## src/rtl/ddr3_port_arbiter_if.sv

```systemverilog
// Bus bundle for the DDR3 port arbiter: M0/M1 Avalon-MM command/response and the shared DDR3 port.
// The slave modport is the arbiter's view; the master modport is the masters' and memory's view.
interface ddr3_port_arbiter_if #(
  parameter int ADDR_W  = 29,
  parameter int DATA_W  = 64,
  parameter int BURST_W = 8
);
  localparam int BE_W = DATA_W / 8;

  logic [ADDR_W-1:0]  m0_address;
  logic               m0_read;
  logic               m0_write;
  logic [DATA_W-1:0]  m0_writedata;
  logic [BE_W-1:0]    m0_byteenable;
  logic               m0_waitrequest;
  logic [DATA_W-1:0]  m0_readdata;
  logic               m0_readdatavalid;

  logic [ADDR_W-1:0]  m1_address;
  logic [BURST_W-1:0] m1_burstcount;
  logic               m1_read;
  logic               m1_urgent;
  logic               m1_waitrequest;
  logic [DATA_W-1:0]  m1_readdata;
  logic               m1_readdatavalid;

  logic [ADDR_W-1:0]  ddr3_addr;
  logic [BURST_W-1:0] ddr3_burstcnt;
  logic               ddr3_read;
  logic               ddr3_write;
  logic [DATA_W-1:0]  ddr3_writedata;
  logic [BE_W-1:0]    ddr3_byteenable;
  logic [DATA_W-1:0]  ddr3_readdata;
  logic               ddr3_readdatavalid;
  logic               ddr3_waitrequest;

  modport slave (
    input  m0_address, m0_read, m0_write, m0_writedata, m0_byteenable,
    output m0_waitrequest, m0_readdata, m0_readdatavalid,
    input  m1_address, m1_burstcount, m1_read, m1_urgent,
    output m1_waitrequest, m1_readdata, m1_readdatavalid,
    output ddr3_addr, ddr3_burstcnt, ddr3_read, ddr3_write, ddr3_writedata, ddr3_byteenable,
    input  ddr3_readdata, ddr3_readdatavalid, ddr3_waitrequest
  );

  modport master (
    output m0_address, m0_read, m0_write, m0_writedata, m0_byteenable,
    input  m0_waitrequest, m0_readdata, m0_readdatavalid,
    output m1_address, m1_burstcount, m1_read, m1_urgent,
    input  m1_waitrequest, m1_readdata, m1_readdatavalid,
    input  ddr3_addr, ddr3_burstcnt, ddr3_read, ddr3_write, ddr3_writedata, ddr3_byteenable,
    output ddr3_readdata, ddr3_readdatavalid, ddr3_waitrequest
  );
endinterface

```

## src/rtl/ddr3_port_arbiter.sv

```systemverilog
// Two-master arbiter for one DDR3 Avalon-MM port with in-order read-beat routing via a tag FIFO.
// Optional grant/stall counters are built when ARB_STATS_EN is defined.
module ddr3_port_arbiter #(
  parameter int ADDR_W    = 29,
  parameter int DATA_W    = 64,
  parameter int BURST_W   = 8,
  parameter int TAG_DEPTH = 16
) (
  input  logic                clk,
  input  logic                rst_n,
  ddr3_port_arbiter_if.slave  bus,
  output logic                rd_orphan_o,
  output logic [31:0]         stat_m0_grants_o,
  output logic [31:0]         stat_m1_grants_o,
  output logic [31:0]         stat_war_stalls_o
);
  localparam int BE_W  = DATA_W / 8;
  localparam int PTR_W = $clog2(TAG_DEPTH);
  localparam logic [BURST_W-1:0] BURST_ONE = {{(BURST_W-1){1'b0}}, 1'b1};
  localparam logic [PTR_W:0]     PTR_ONE   = {{PTR_W{1'b0}}, 1'b1};

  typedef enum logic [0:0] {IDLE = 1'b0, ISSUE = 1'b1} state_e;
  typedef struct packed {
    logic               id;
    logic [BURST_W-1:0] burst;
  } tag_t;

  state_e              state_q, state_d;
  logic                last_m1_q, last_m1_d;
  logic                m0_wait_q, m0_wait_d, m1_wait_q, m1_wait_d;
  logic [ADDR_W-1:0]   addr_q, addr_d;
  logic [BURST_W-1:0]  burst_q, burst_d;
  logic                rd_q, rd_d, wr_q, wr_d;
  logic [DATA_W-1:0]   wdata_q, wdata_d;
  logic [BE_W-1:0]     be_q, be_d;

  tag_t                fifo_mem [TAG_DEPTH];
  logic [PTR_W:0]      wr_ptr_q, rd_ptr_q, fill_s;
  logic [BURST_W-1:0]  beat_q;
  logic                orphan_q;
  logic                fifo_empty_s, fifo_full_s, push_s, pop_s, beat_s;
  tag_t                push_tag_s, head_s;
  logic                wr_ok_s, rd_ok_s, m0_req_s, m1_req_s, any_req_s, m1_wins_s;

  assign fill_s       = wr_ptr_q - rd_ptr_q;
  assign fifo_empty_s = (fill_s == {(PTR_W+1){1'b0}});
  assign fifo_full_s  = fill_s[PTR_W];
  assign head_s       = fifo_mem[rd_ptr_q[PTR_W-1:0]];
  assign beat_s       = bus.ddr3_readdatavalid & ~fifo_empty_s;
  assign pop_s        = beat_s & ((beat_q + BURST_ONE) == head_s.burst);

  // A pending M0 write blocks every read so outstanding reads can drain before it issues.
  assign wr_ok_s   = fifo_empty_s & (beat_q == {BURST_W{1'b0}});
  assign rd_ok_s   = ~fifo_full_s & ~bus.m0_write;
  assign m0_req_s  = (bus.m0_write & wr_ok_s) | (bus.m0_read & rd_ok_s);
  assign m1_req_s  = bus.m1_read & rd_ok_s;
  assign any_req_s = m0_req_s | m1_req_s;

  // Winner selection: urgent M1 first, otherwise alternate against the last grant.
  always_comb begin
    m1_wins_s = 1'b0;
    if (!m1_req_s) begin
      m1_wins_s = 1'b0;
    end else if (!m0_req_s || bus.m1_urgent) begin
      m1_wins_s = 1'b1;
    end else begin
      m1_wins_s = ~last_m1_q;
    end
  end

  // Command FSM next state: capture the winner's command, hold it until the DDR3 port accepts.
  always_comb begin
    state_d    = state_q;
    last_m1_d  = last_m1_q;
    m0_wait_d  = 1'b1;
    m1_wait_d  = 1'b1;
    addr_d     = addr_q;
    burst_d    = burst_q;
    rd_d       = rd_q;
    wr_d       = wr_q;
    wdata_d    = wdata_q;
    be_d       = be_q;
    push_s     = 1'b0;
    push_tag_s = {1'b0, {BURST_W{1'b0}}};
    case (state_q)
      IDLE: begin
        if (any_req_s) begin
          state_d = ISSUE;
          if (m1_wins_s) begin
            m1_wait_d  = 1'b0;
            last_m1_d  = 1'b1;
            addr_d     = bus.m1_address;
            burst_d    = bus.m1_burstcount;
            rd_d       = 1'b1;
            wr_d       = 1'b0;
            be_d       = {BE_W{1'b1}};
            push_s     = 1'b1;
            push_tag_s = {1'b1, bus.m1_burstcount};
          end else begin
            m0_wait_d  = 1'b0;
            last_m1_d  = 1'b0;
            addr_d     = bus.m0_address;
            burst_d    = BURST_ONE;
            rd_d       = bus.m0_read;
            wr_d       = bus.m0_write;
            wdata_d    = bus.m0_writedata;
            be_d       = bus.m0_write ? bus.m0_byteenable : {BE_W{1'b1}};
            push_s     = bus.m0_read;
            push_tag_s = {1'b0, BURST_ONE};
          end
        end else begin
          state_d = IDLE;
        end
      end
      ISSUE: begin
        if (!bus.ddr3_waitrequest) begin
          rd_d    = 1'b0;
          wr_d    = 1'b0;
          state_d = IDLE;
        end else begin
          state_d = ISSUE;
        end
      end
      default: state_d = IDLE;
    endcase
  end

  // FSM state and registered DDR3 command / master waitrequests.
  always_ff @(posedge clk or negedge rst_n) begin
    if (!rst_n) begin
      state_q   <= IDLE;
      last_m1_q <= 1'b1;
      m0_wait_q <= 1'b1;
      m1_wait_q <= 1'b1;
      addr_q    <= {ADDR_W{1'b0}};
      burst_q   <= BURST_ONE;
      rd_q      <= 1'b0;
      wr_q      <= 1'b0;
      wdata_q   <= {DATA_W{1'b0}};
      be_q      <= {BE_W{1'b0}};
    end else begin
      state_q   <= state_d;
      last_m1_q <= last_m1_d;
      m0_wait_q <= m0_wait_d;
      m1_wait_q <= m1_wait_d;
      addr_q    <= addr_d;
      burst_q   <= burst_d;
      rd_q      <= rd_d;
      wr_q      <= wr_d;
      wdata_q   <= wdata_d;
      be_q      <= be_d;
    end
  end

  // Tag FIFO storage; contents are qualified by the pointers, so no reset.
  always_ff @(posedge clk) begin
    if (push_s) begin
      fifo_mem[wr_ptr_q[PTR_W-1:0]] <= push_tag_s;
    end
  end

  // Tag FIFO pointers, beat counter for the head burst, sticky orphan flag.
  always_ff @(posedge clk or negedge rst_n) begin
    if (!rst_n) begin
      wr_ptr_q <= {(PTR_W+1){1'b0}};
      rd_ptr_q <= {(PTR_W+1){1'b0}};
      beat_q   <= {BURST_W{1'b0}};
      orphan_q <= 1'b0;
    end else begin
      if (push_s) wr_ptr_q <= wr_ptr_q + PTR_ONE;
      if (pop_s)  rd_ptr_q <= rd_ptr_q + PTR_ONE;
      if (beat_s) beat_q   <= pop_s ? {BURST_W{1'b0}} : beat_q + BURST_ONE;
      if (bus.ddr3_readdatavalid && fifo_empty_s) orphan_q <= 1'b1;
    end
  end

  assign bus.m0_waitrequest   = m0_wait_q;
  assign bus.m1_waitrequest   = m1_wait_q;
  assign bus.ddr3_addr        = addr_q;
  assign bus.ddr3_burstcnt    = burst_q;
  assign bus.ddr3_read        = rd_q;
  assign bus.ddr3_write       = wr_q;
  assign bus.ddr3_writedata   = wdata_q;
  assign bus.ddr3_byteenable  = be_q;
  assign bus.m0_readdatavalid = beat_s & ~head_s.id;
  assign bus.m1_readdatavalid = beat_s & head_s.id;
  assign bus.m0_readdata      = bus.m0_readdatavalid ? bus.ddr3_readdata : {DATA_W{1'b0}};
  assign bus.m1_readdata      = bus.m1_readdatavalid ? bus.ddr3_readdata : {DATA_W{1'b0}};
  assign rd_orphan_o          = orphan_q;

`ifdef ARB_STATS_EN
  logic        gnt_m0_s, gnt_m1_s, drain_s;
  logic [31:0] m0_cnt_q, m1_cnt_q, war_cnt_q;

  function automatic logic [31:0] sat_inc(input logic [31:0] v);
    return (v == 32'hFFFF_FFFF) ? v : v + 32'd1;
  endfunction

  assign gnt_m0_s = (state_q == IDLE) & any_req_s & ~m1_wins_s;
  assign gnt_m1_s = (state_q == IDLE) & any_req_s & m1_wins_s;
  assign drain_s  = bus.m0_write & ~wr_ok_s;

  // Saturating grant and write-after-read stall counters.
  always_ff @(posedge clk or negedge rst_n) begin
    if (!rst_n) begin
      m0_cnt_q  <= 32'd0;
      m1_cnt_q  <= 32'd0;
      war_cnt_q <= 32'd0;
    end else begin
      if (gnt_m0_s) m0_cnt_q  <= sat_inc(m0_cnt_q);
      if (gnt_m1_s) m1_cnt_q  <= sat_inc(m1_cnt_q);
      if (drain_s)  war_cnt_q <= sat_inc(war_cnt_q);
    end
  end

  assign stat_m0_grants_o  = m0_cnt_q;
  assign stat_m1_grants_o  = m1_cnt_q;
  assign stat_war_stalls_o = war_cnt_q;
`else
  assign stat_m0_grants_o  = 32'd0;
  assign stat_m1_grants_o  = 32'd0;
  assign stat_war_stalls_o = 32'd0;
`endif
endmodule

```

## src/flat_wrapper.sv

```systemverilog
// flat-port wrapper written by rule: the top's interface ports become plain ports
module ddr3_port_arbiter_flat 
#(
  parameter int ADDR_W    = 29,
  parameter int DATA_W    = 64,
  parameter int BURST_W   = 8,
  parameter int TAG_DEPTH = 16
)
  (clk, rst_n, rd_orphan_o, stat_m0_grants_o, stat_m1_grants_o, stat_war_stalls_o, bus_m0_address, bus_m0_read, bus_m0_write, bus_m0_writedata, bus_m0_byteenable, bus_m0_waitrequest, bus_m0_readdata, bus_m0_readdatavalid, bus_m1_address, bus_m1_burstcount, bus_m1_read, bus_m1_urgent, bus_m1_waitrequest, bus_m1_readdata, bus_m1_readdatavalid, bus_ddr3_addr, bus_ddr3_burstcnt, bus_ddr3_read, bus_ddr3_write, bus_ddr3_writedata, bus_ddr3_byteenable, bus_ddr3_readdata, bus_ddr3_readdatavalid, bus_ddr3_waitrequest);
  ddr3_port_arbiter_if #(.ADDR_W(ADDR_W), .DATA_W(DATA_W), .BURST_W(BURST_W)) bus_i ();
  input  logic clk;
  input  logic rst_n;
  output logic rd_orphan_o;
  output logic [31:0] stat_m0_grants_o;
  output logic [31:0] stat_m1_grants_o;
  output logic [31:0] stat_war_stalls_o;
  input wire logic [$bits(bus_i.m0_address)-1:0] bus_m0_address;
  input wire logic [$bits(bus_i.m0_read)-1:0] bus_m0_read;
  input wire logic [$bits(bus_i.m0_write)-1:0] bus_m0_write;
  input wire logic [$bits(bus_i.m0_writedata)-1:0] bus_m0_writedata;
  input wire logic [$bits(bus_i.m0_byteenable)-1:0] bus_m0_byteenable;
  output wire logic [$bits(bus_i.m0_waitrequest)-1:0] bus_m0_waitrequest;
  output wire logic [$bits(bus_i.m0_readdata)-1:0] bus_m0_readdata;
  output wire logic [$bits(bus_i.m0_readdatavalid)-1:0] bus_m0_readdatavalid;
  input wire logic [$bits(bus_i.m1_address)-1:0] bus_m1_address;
  input wire logic [$bits(bus_i.m1_burstcount)-1:0] bus_m1_burstcount;
  input wire logic [$bits(bus_i.m1_read)-1:0] bus_m1_read;
  input wire logic [$bits(bus_i.m1_urgent)-1:0] bus_m1_urgent;
  output wire logic [$bits(bus_i.m1_waitrequest)-1:0] bus_m1_waitrequest;
  output wire logic [$bits(bus_i.m1_readdata)-1:0] bus_m1_readdata;
  output wire logic [$bits(bus_i.m1_readdatavalid)-1:0] bus_m1_readdatavalid;
  output wire logic [$bits(bus_i.ddr3_addr)-1:0] bus_ddr3_addr;
  output wire logic [$bits(bus_i.ddr3_burstcnt)-1:0] bus_ddr3_burstcnt;
  output wire logic [$bits(bus_i.ddr3_read)-1:0] bus_ddr3_read;
  output wire logic [$bits(bus_i.ddr3_write)-1:0] bus_ddr3_write;
  output wire logic [$bits(bus_i.ddr3_writedata)-1:0] bus_ddr3_writedata;
  output wire logic [$bits(bus_i.ddr3_byteenable)-1:0] bus_ddr3_byteenable;
  input wire logic [$bits(bus_i.ddr3_readdata)-1:0] bus_ddr3_readdata;
  input wire logic [$bits(bus_i.ddr3_readdatavalid)-1:0] bus_ddr3_readdatavalid;
  input wire logic [$bits(bus_i.ddr3_waitrequest)-1:0] bus_ddr3_waitrequest;
  assign bus_i.m0_address = bus_m0_address;
  assign bus_i.m0_read = bus_m0_read;
  assign bus_i.m0_write = bus_m0_write;
  assign bus_i.m0_writedata = bus_m0_writedata;
  assign bus_i.m0_byteenable = bus_m0_byteenable;
  assign bus_m0_waitrequest = bus_i.m0_waitrequest;
  assign bus_m0_readdata = bus_i.m0_readdata;
  assign bus_m0_readdatavalid = bus_i.m0_readdatavalid;
  assign bus_i.m1_address = bus_m1_address;
  assign bus_i.m1_burstcount = bus_m1_burstcount;
  assign bus_i.m1_read = bus_m1_read;
  assign bus_i.m1_urgent = bus_m1_urgent;
  assign bus_m1_waitrequest = bus_i.m1_waitrequest;
  assign bus_m1_readdata = bus_i.m1_readdata;
  assign bus_m1_readdatavalid = bus_i.m1_readdatavalid;
  assign bus_ddr3_addr = bus_i.ddr3_addr;
  assign bus_ddr3_burstcnt = bus_i.ddr3_burstcnt;
  assign bus_ddr3_read = bus_i.ddr3_read;
  assign bus_ddr3_write = bus_i.ddr3_write;
  assign bus_ddr3_writedata = bus_i.ddr3_writedata;
  assign bus_ddr3_byteenable = bus_i.ddr3_byteenable;
  assign bus_i.ddr3_readdata = bus_ddr3_readdata;
  assign bus_i.ddr3_readdatavalid = bus_ddr3_readdatavalid;
  assign bus_i.ddr3_waitrequest = bus_ddr3_waitrequest;
  ddr3_port_arbiter #(.ADDR_W(ADDR_W), .DATA_W(DATA_W), .BURST_W(BURST_W), .TAG_DEPTH(TAG_DEPTH)) u_core (.clk(clk), .rst_n(rst_n), .bus(bus_i), .rd_orphan_o(rd_orphan_o), .stat_m0_grants_o(stat_m0_grants_o), .stat_m1_grants_o(stat_m1_grants_o), .stat_war_stalls_o(stat_war_stalls_o));
endmodule
```

## config.mk

```make
export PLATFORM = sky130hd
export DESIGN_NAME = ddr3_port_arbiter_flat
export DESIGN_NICKNAME = d
export VERILOG_FILES = /design/src/rtl/ddr3_port_arbiter_if.sv /design/src/rtl/ddr3_port_arbiter.sv /design/src/flat_wrapper.sv
export SDC_FILE = /design/constraint.sdc
export NUM_CORES = 1
export LEC_CHECK = 0
export BUFFER_PORTS_ARGS = -buffer_cell sky130_fd_sc_hd__buf_2
export CAP_MARGIN = 0
export CORE_AREA = 2 2 212 214
export DETAILED_ROUTE_END_ITERATION = 6
export DIE_AREA = 0 0 214 216
export PLACE_DENSITY = 0.53
export SLEW_MARGIN = 20
export SYNTH_ARGS = -nofsm -noshare
export SYNTH_HDL_FRONTEND = slang
export SYNTH_SLANG_ARGS = --single-unit
```

## constraint.sdc

```tcl
create_clock -name clk -period 4.5 [get_ports clk]
set_clock_uncertainty 0.05 [all_clocks]
set_input_delay 0.9 -clock clk [delete_from_list [all_inputs] [get_ports clk]]
set_output_delay 0.9 -clock clk [all_outputs]
set_load 0.01 [all_outputs]
```

==> results.toml, run 1 <==
[floorplanning]
die_y_um = 216
initial_core_util = 0.303
io_pins = 550
die_area_mm2 = 0.0462
die_w_um = 214
core-area_mm2 = 0.0438
row_count = 77

[finish]
regArea_mm2 = 0.00768
drive_gt1_frac = 0.399
final_net_count = 1689
mostFrequentLayoutCells = "buf_2, edfxtp_1, and2_1, dfrtp_1, conb_1"
fin_area_mm2 = 0.0170
nFillCells = 4259
multiInputGateArea_mm2 = 0.00490
final_common_cell = "buf_2"
areaGrowthSynthToFinish_pct = 28.1

[worst_setup_path]
crit_required_ns = 3.55
critPathLaunchType = "flop"
crit_path_max_fanout = 65
critPathKind = "reg -> out"
worstPathArrival_ns = 3.35
end_kind = "primary output"
reg2regPathDepth = 8

[logic_synthesis]
yosysTopAreaCell = "edfxtp_1"
syn-cell-area_mm2 = 0.0133
ys.flop_type = "edfxtp_1"
synth_warnings = 0
synth_top_area_frac = 0.326
yosys.cell_types.count = 57
yosysSeqAreaShare = 0.579
ys_seq_elements = 278
async_flop_share = 0.482
avgSynthCellArea_um2 = 13.2
synthesis.instances = 1008
ys_top_cells_by_area = "edfxtp_1, dfrtp_1, mux4_2"
synth_edf_count = 144

[drt]
routed_via_density = 4.63
postRouteAntennaNets = 0
wire_per_inst_um = 19.8
wl_um = 41400
drt-initial-drc-count = 528
drt_drc_violations_left = 0
firstDrtPassIters = 5
num_vias = 9643

[power]
p_total_mw = 9.50
p_leak_nw = 7.60
ir_drop_mv = 0.390
power.density_mw_per_mm2 = 559

[clock_network]
clkSlewWorstSetupHoldPaths_ns = 0.06
htreeDepth = 1
cts_tree = "done"
cts_sinks = 278
cts_buffers = 30
cts_buffer_depth = 3
hold_buffers = 0
clk_latency_ns = 0.57
cts_root_buf = "clkbuf_16"

[placement]
postPlaceCellArea_mm2 = 0.0159
dp_slack_ns = 0.537
dpl.hpwl_um = 30100
place.port_buffers = 453
place.gp.congestion = 0.993

[timing]
hold_violations = 0
slew_headroom = 0.395
max_freq_mhz = 232
setup_viol = 0
slew_violations = 0
rsz0062_at_grt = "yes"
fin_crit_ns = 4.30
finalWorstSetupSlack_ns = 0.197
finalCritPeriodShare = 0.956
holdWs_ns = 0.344
worst_pin_slew_ns = 0.907

[global_routing]
grt_antenna_before_repair = 4
grt_pass1_vias = 9641
grt_util_all_layers = 0.171
grt_start_max_net_pins = 105
grt_overflow_total = 0
grt_first_pass_wirelength_um = 60700

[worst_hold_path]
hold_path.class = "in -> async"

[run_status]
status = "complete, no violations"

[run]
cap_violations = 0
[path summary, 6_finish.rpt]
path	start	end	slack [ns]
min in group clk	u_core.bus.ddr3_writedata[26]$_DFFE_PN0P_	u_core.bus.ddr3_writedata[26]$_DFFE_PN0P_	0.43
worst min-delay path	rst_n	u_core.bus.ddr3_writedata[14]$_DFFE_PN0P_	0.34
worst max register to register	u_core.rd_ptr_q[0]$_DFFE_PN0P_	u_core.beat_q[2]$_DFFE_PN0P_	0.65
worst max-delay path	u_core.rd_ptr_q[1]$_DFFE_PN0P_	bus_m1_readdata[4]	0.20
worst min register to register	u_core.bus.ddr3_writedata[26]$_DFFE_PN0P_	u_core.bus.ddr3_writedata[26]$_DFFE_PN0P_	0.43
max in group asynchronous	rst_n	u_core.bus.m0_waitrequest$_DFF_PN1_	3.15
[cell usage after synthesis (22+ instances only)]
| cell | count |
|---|---|
| o21ai_0 | 34 |
| mux2_1 | 63 |
| dfrtp_1 | 130 |
| and2_1 | 140 |
| nand2_1 | 22 |
| nand3_1 | 28 |
| clkbuf_1 | 42 |
| a31oi_1 | 31 |
| mux4_2 | 39 |
| nor3_1 | 38 |
| edfxtp_1 | 144 |
| and3_1 | 22 |
| buf_4 | 104 |
[cell families (layout without fill, tap and decap cells)]
group / Yosys count / in the layout / synth area share
and+or+nand+nor: 291 / 292 / 0.127
DFF: 278 / 278 / 0.579
buffers and inverters: 177 / 563 / 0.0803
AOI/OAI and AO/OA: 117 / 117 / 0.0606
muxes: 112 / 112 / 0.127
xor gates and xnor gates: 21 / 21 / 0.0150
adders and majority gates: 11 / 11 / 0.0104
other: 1 / 98 / 0.000283
[routing by layer]
metal / track usage / share of wire
met1: 0.191 / 0.37
met2: 0.320 / 0.53
met3: 0.0420 / 0.073
met4: 0.0529 / 0.028
met5: 0 / 0.00017
[sequential cells by signal, summed over array words and instances (netlist names), 5 cells and up]
register and cells:
u_core.bus.ddr3_addr 29, u_core.beat_q 8, u_core.wr_ptr_q 5, u_core.bus.ddr3_writedata 64
u_core.bus.ddr3_byteenable 8, u_core.bus.ddr3_burstcnt 8, u_core.rd_ptr_q 5, u_core.fifo_mem 144
[report_power, final]
part | internal [mW] | switching [mW]
Sequential | 3.35 | 0.373
Combinational | 1.41 | 1.78
Clock | 1.54 | 1.04
Total | 6.31 | 3.20
[cell type report]
type / instances / area share
diodes: 2 / 0.000295
repair buffers: 486 / 0.149
clock buffers: 39 / 0.0492
well taps: 592 / 0.0436
inverters: 23 / 0.00508
clock inverters: 15 / 0.0117
multi-input cells: 649 / 0.289
flip-flops and latches: 278 / 0.452
[critical path, cell delays in order, from the launching register on]
cell and delay, ns:
dfrtp_1 0.38, inv_2 0.18, ha_1 0.28, nor2b_1 0.13, o21a_1 0.21, or3_1 0.43, a21o_1 0.25, buf_4 0.18
and3_4 0.32, and2_1 0.25, buf_2 0.14
[per-stage QoR]
stage	util	setup TNS [ns]	instances
after CTS	0.387	0	2082
after detailed placement	0.363	0	2027
after global placement	0.363	0	2027
final	0.388	0	2084
after global routing	0.387	-0.00262	2083
after floorplan	-	0	1103
[what timing repair did]
action                                  4_1_cts  5_1_grt
endpoints found under the setup margin      128       53
endpoints found under the hold margin         0        0
gates resized for setup                       2        1
cloned                                        1        0
pin swaps                                     1        1
setup buffers                                 0        0
(Power assumes the default switching activity.)
==> run 2, diff against run 1 <==
Settings changed: CORE_AREA 2 2 212 214 to 2 2 211 213, DIE_AREA 0 0 214 216 to 0 0 213 215, PLACE_DENSITY 0.53 to 0.58, REMOVE_ABC_BUFFERS from default to 1.
Clock period 4.5 ns to 3.8 ns, I/O delays scaled along.
==> results.toml, run 2 (same netlist as run 1, synthesis figures left out) <==
[run_status]
status = "complete, no violations"

[floorplanning]
initial_core_util = 0.304
io_pins = 550
die_w_um = 213
row_count = 77
die_area_mm2 = 0.0458
core-area_mm2 = 0.0436
die_y_um = 215

[finish]
fin_area_mm2 = 0.0175
nFillCells = 4169
largest_reg_flops = 144
final_net_count = 1723
final_common_cell = "buf_2"
mostFrequentLayoutCells = "buf_2, edfxtp_1, dfrtp_1, and2_1, conb_1"
stdcell_count = 2117
drive_gt1_frac = 0.427
antenna_cells = 0
areaGrowthSynthToFinish_pct = 31.6

[global_routing]
grt_util_all_layers = 0.166
grt_first_pass_wirelength_um = 58000
grt_antenna_before_repair = 4
grt_start_max_net_pins = 72
grt_overflow_total = 0
grt_pass1_vias = 9496

[placement]
dp_slack_ns = 0.247
dpl.hpwl_um = 28400
postPlaceCellArea_mm2 = 0.0161
place.gp.congestion = 0.858
place.port_buffers = 453
dp.cells = 2046

[timing]
worst_pin_slew_ns = 1.01
fin_crit_ns = 3.75
finalWorstSetupSlack_ns = 0.0534
hold_violations = 0
slew_headroom = 0.324
finalCritPeriodShare = 0.986
max_freq_mhz = 267
setup_viol = 0
slew_violations = 0

[worst_setup_path]
worstPathArrival_ns = 2.94
path_common_cell = "mux4_2"
crit_family = "multiplexers"
critPathLaunchType = "flop"
r2r-start = "u_core.rd_ptr_q[0]$_DFFE_PN0P_"
cp_slowest_cell = "mux4_2"
end_kind = "primary output"
r2r_slack_ns = 0.26
rr_endpoint = "u_core.fifo_mem[7][0]$_DFFE_PP_"
crit_required_ns = 2.99
startpoint = "u_core.rd_ptr_q[0]$_DFFE_PN0P_"
crit_path_max_fanout = 32
reg2regPathDepth = 11
path_cells = "buf_6 -> mux4_2 -> mux4_2 -> buf_4 -> and3_4 -> and2_1 -> buf_2"
critPathKind = "reg -> out"
max_stage_delay_ns = 0.54
path_depth = 7
cp-endpoint = "bus_m1_readdata[57]"
crit_buf_inv = 3

[drt]
num_vias = 9874
wire_per_inst_um = 19.3
routed_via_density = 4.66
firstDrtPassIters = 4
drt-initial-drc-count = 562
postRouteAntennaNets = 0
wl_um = 40900
drt_drc_violations_left = 0

[clock_network]
cts_sinks = 278
cts_buffers = 29
cts_buffer_depth = 3
cts_tree = "done"
clk_latency_ns = 0.56
cts_root_buf = "clkbuf_16"
hold_buffers = 0
htreeDepth = 1
clkSlewWorstSetupHoldPaths_ns = 0.06

[power]
p_total_mw = 11.4
ir_drop_mv = 0.501
power.density_mw_per_mm2 = 650
p_leak_nw = 7.81

[worst_hold_path]
hold_path.class = "in -> async"

[run]
cap_violations = 0
==> run 2: cell types whose count changed in the layout (fill, tap and decap cells not counted), sizes merged, moves of 2 or more <==
| cell | delta |
|---|---|
| bufinv | -2 |
| clkinvlp | +3 |
| buf | +34 |
| diode | -2 |
==> run 2: worst register-to-register path: cells and delay by family (launching register included) <==
family	cells	cell delay, ns
AO/OA/AOI/OAI	3	0.74
adder cells (fa/ha/maj)	1	0.15
buffers and inverters	3	0.54
flip-flops	1	0.44
AND/OR/NAND/NOR	4	1.28
==> run 2: area by class of cell <==
| type | instances | area [um2] | area share |
|---|---|---|---|
| Tap cell | 592 | 741 | 0.0424 |
| Timing Repair Buffer | 521 | 2990 | 0.171 |
| Clock buffer | 38 | 801 | 0.0459 |
| Multi-Input combinational cell | 649 | 5010 | 0.287 |
| Sequential cell | 278 | 7680 | 0.440 |
| Inverter | 23 | 86.3 | 0.00494 |
| Clock inverter | 16 | 149 | 0.00853 |
==> run 2: stage by stage <==
step | utilization | TNS (ns) | hold slack, ns
floorplan | - | -661.57 | 0.414
global placement | 0.369 | 0 | 0.413
detailed placement | 0.369 | 0 | 0.418
CTS | 0.395 | -0.00865 | 0.179
global route | 0.400 | -0.0358 | 0.204
finish | 0.400 | 0 | 0.156
==> run 2: timing repair <==
action / 4_1_cts / 5_1_grt
setup endpoints to repair: 130 / 125
gates resized for setup: 17 / 29
endpoints found under the hold margin: 0 / 0
gates cloned: 2 / 3
pin swaps: 5 / 12
setup buffers: 5 / 8
==> run 2: report_power, final <==
part,internal [mW],switching (mW),leakage [nW]
combinational,1.89,2.23,4.45
clock,1.63,1.20,0.458
sequential,3.97,0.440,2.90
total,7.49,3.87,7.81
==> run 2: routing by layer <==
metal | GRT usage | up-vias | routed length [um]
met5 | 0 | - | 25
met4 | 0.0478 | 4 | 913
met3 | 0.0361 | 55 | 3170
met2 | 0.291 | 490 | 20500
met1 | 0.204 | 4874 | 16200
li1 | - | 4451 | -
==> run 2: how the worst min path moves through the flow <==
| stage | from | slack [ns] | to |
|---|---|---|---|
| 3_5_place_dp | u_core.rd_orphan_o$_DFFE_PN0P_ | 0.42 | u_core.rd_orphan_o$_DFFE_PN0P_ |
| 3_3_place_gp | u_core.bus.ddr3_writedata[6]$_DFFE_PN0P_ | 0.41 | u_core.bus.ddr3_writedata[6]$_DFFE_PN0P_ |
| 5_1_grt | rst_n | 0.20 | u_core.bus.ddr3_burstcnt[2]$_DFFE_PN0P_ |
| 6_report | rst_n | 0.16 | u_core.bus.ddr3_writedata[20]$_DFFE_PN0P_ |
| 2_1_floorplan | rst_n | 0.41 | u_core.beat_q[0]$_DFFE_PN0P_ |
| 4_1_cts | rst_n | 0.18 | u_core.bus.ddr3_writedata[33]$_DFFE_PN0P_ |
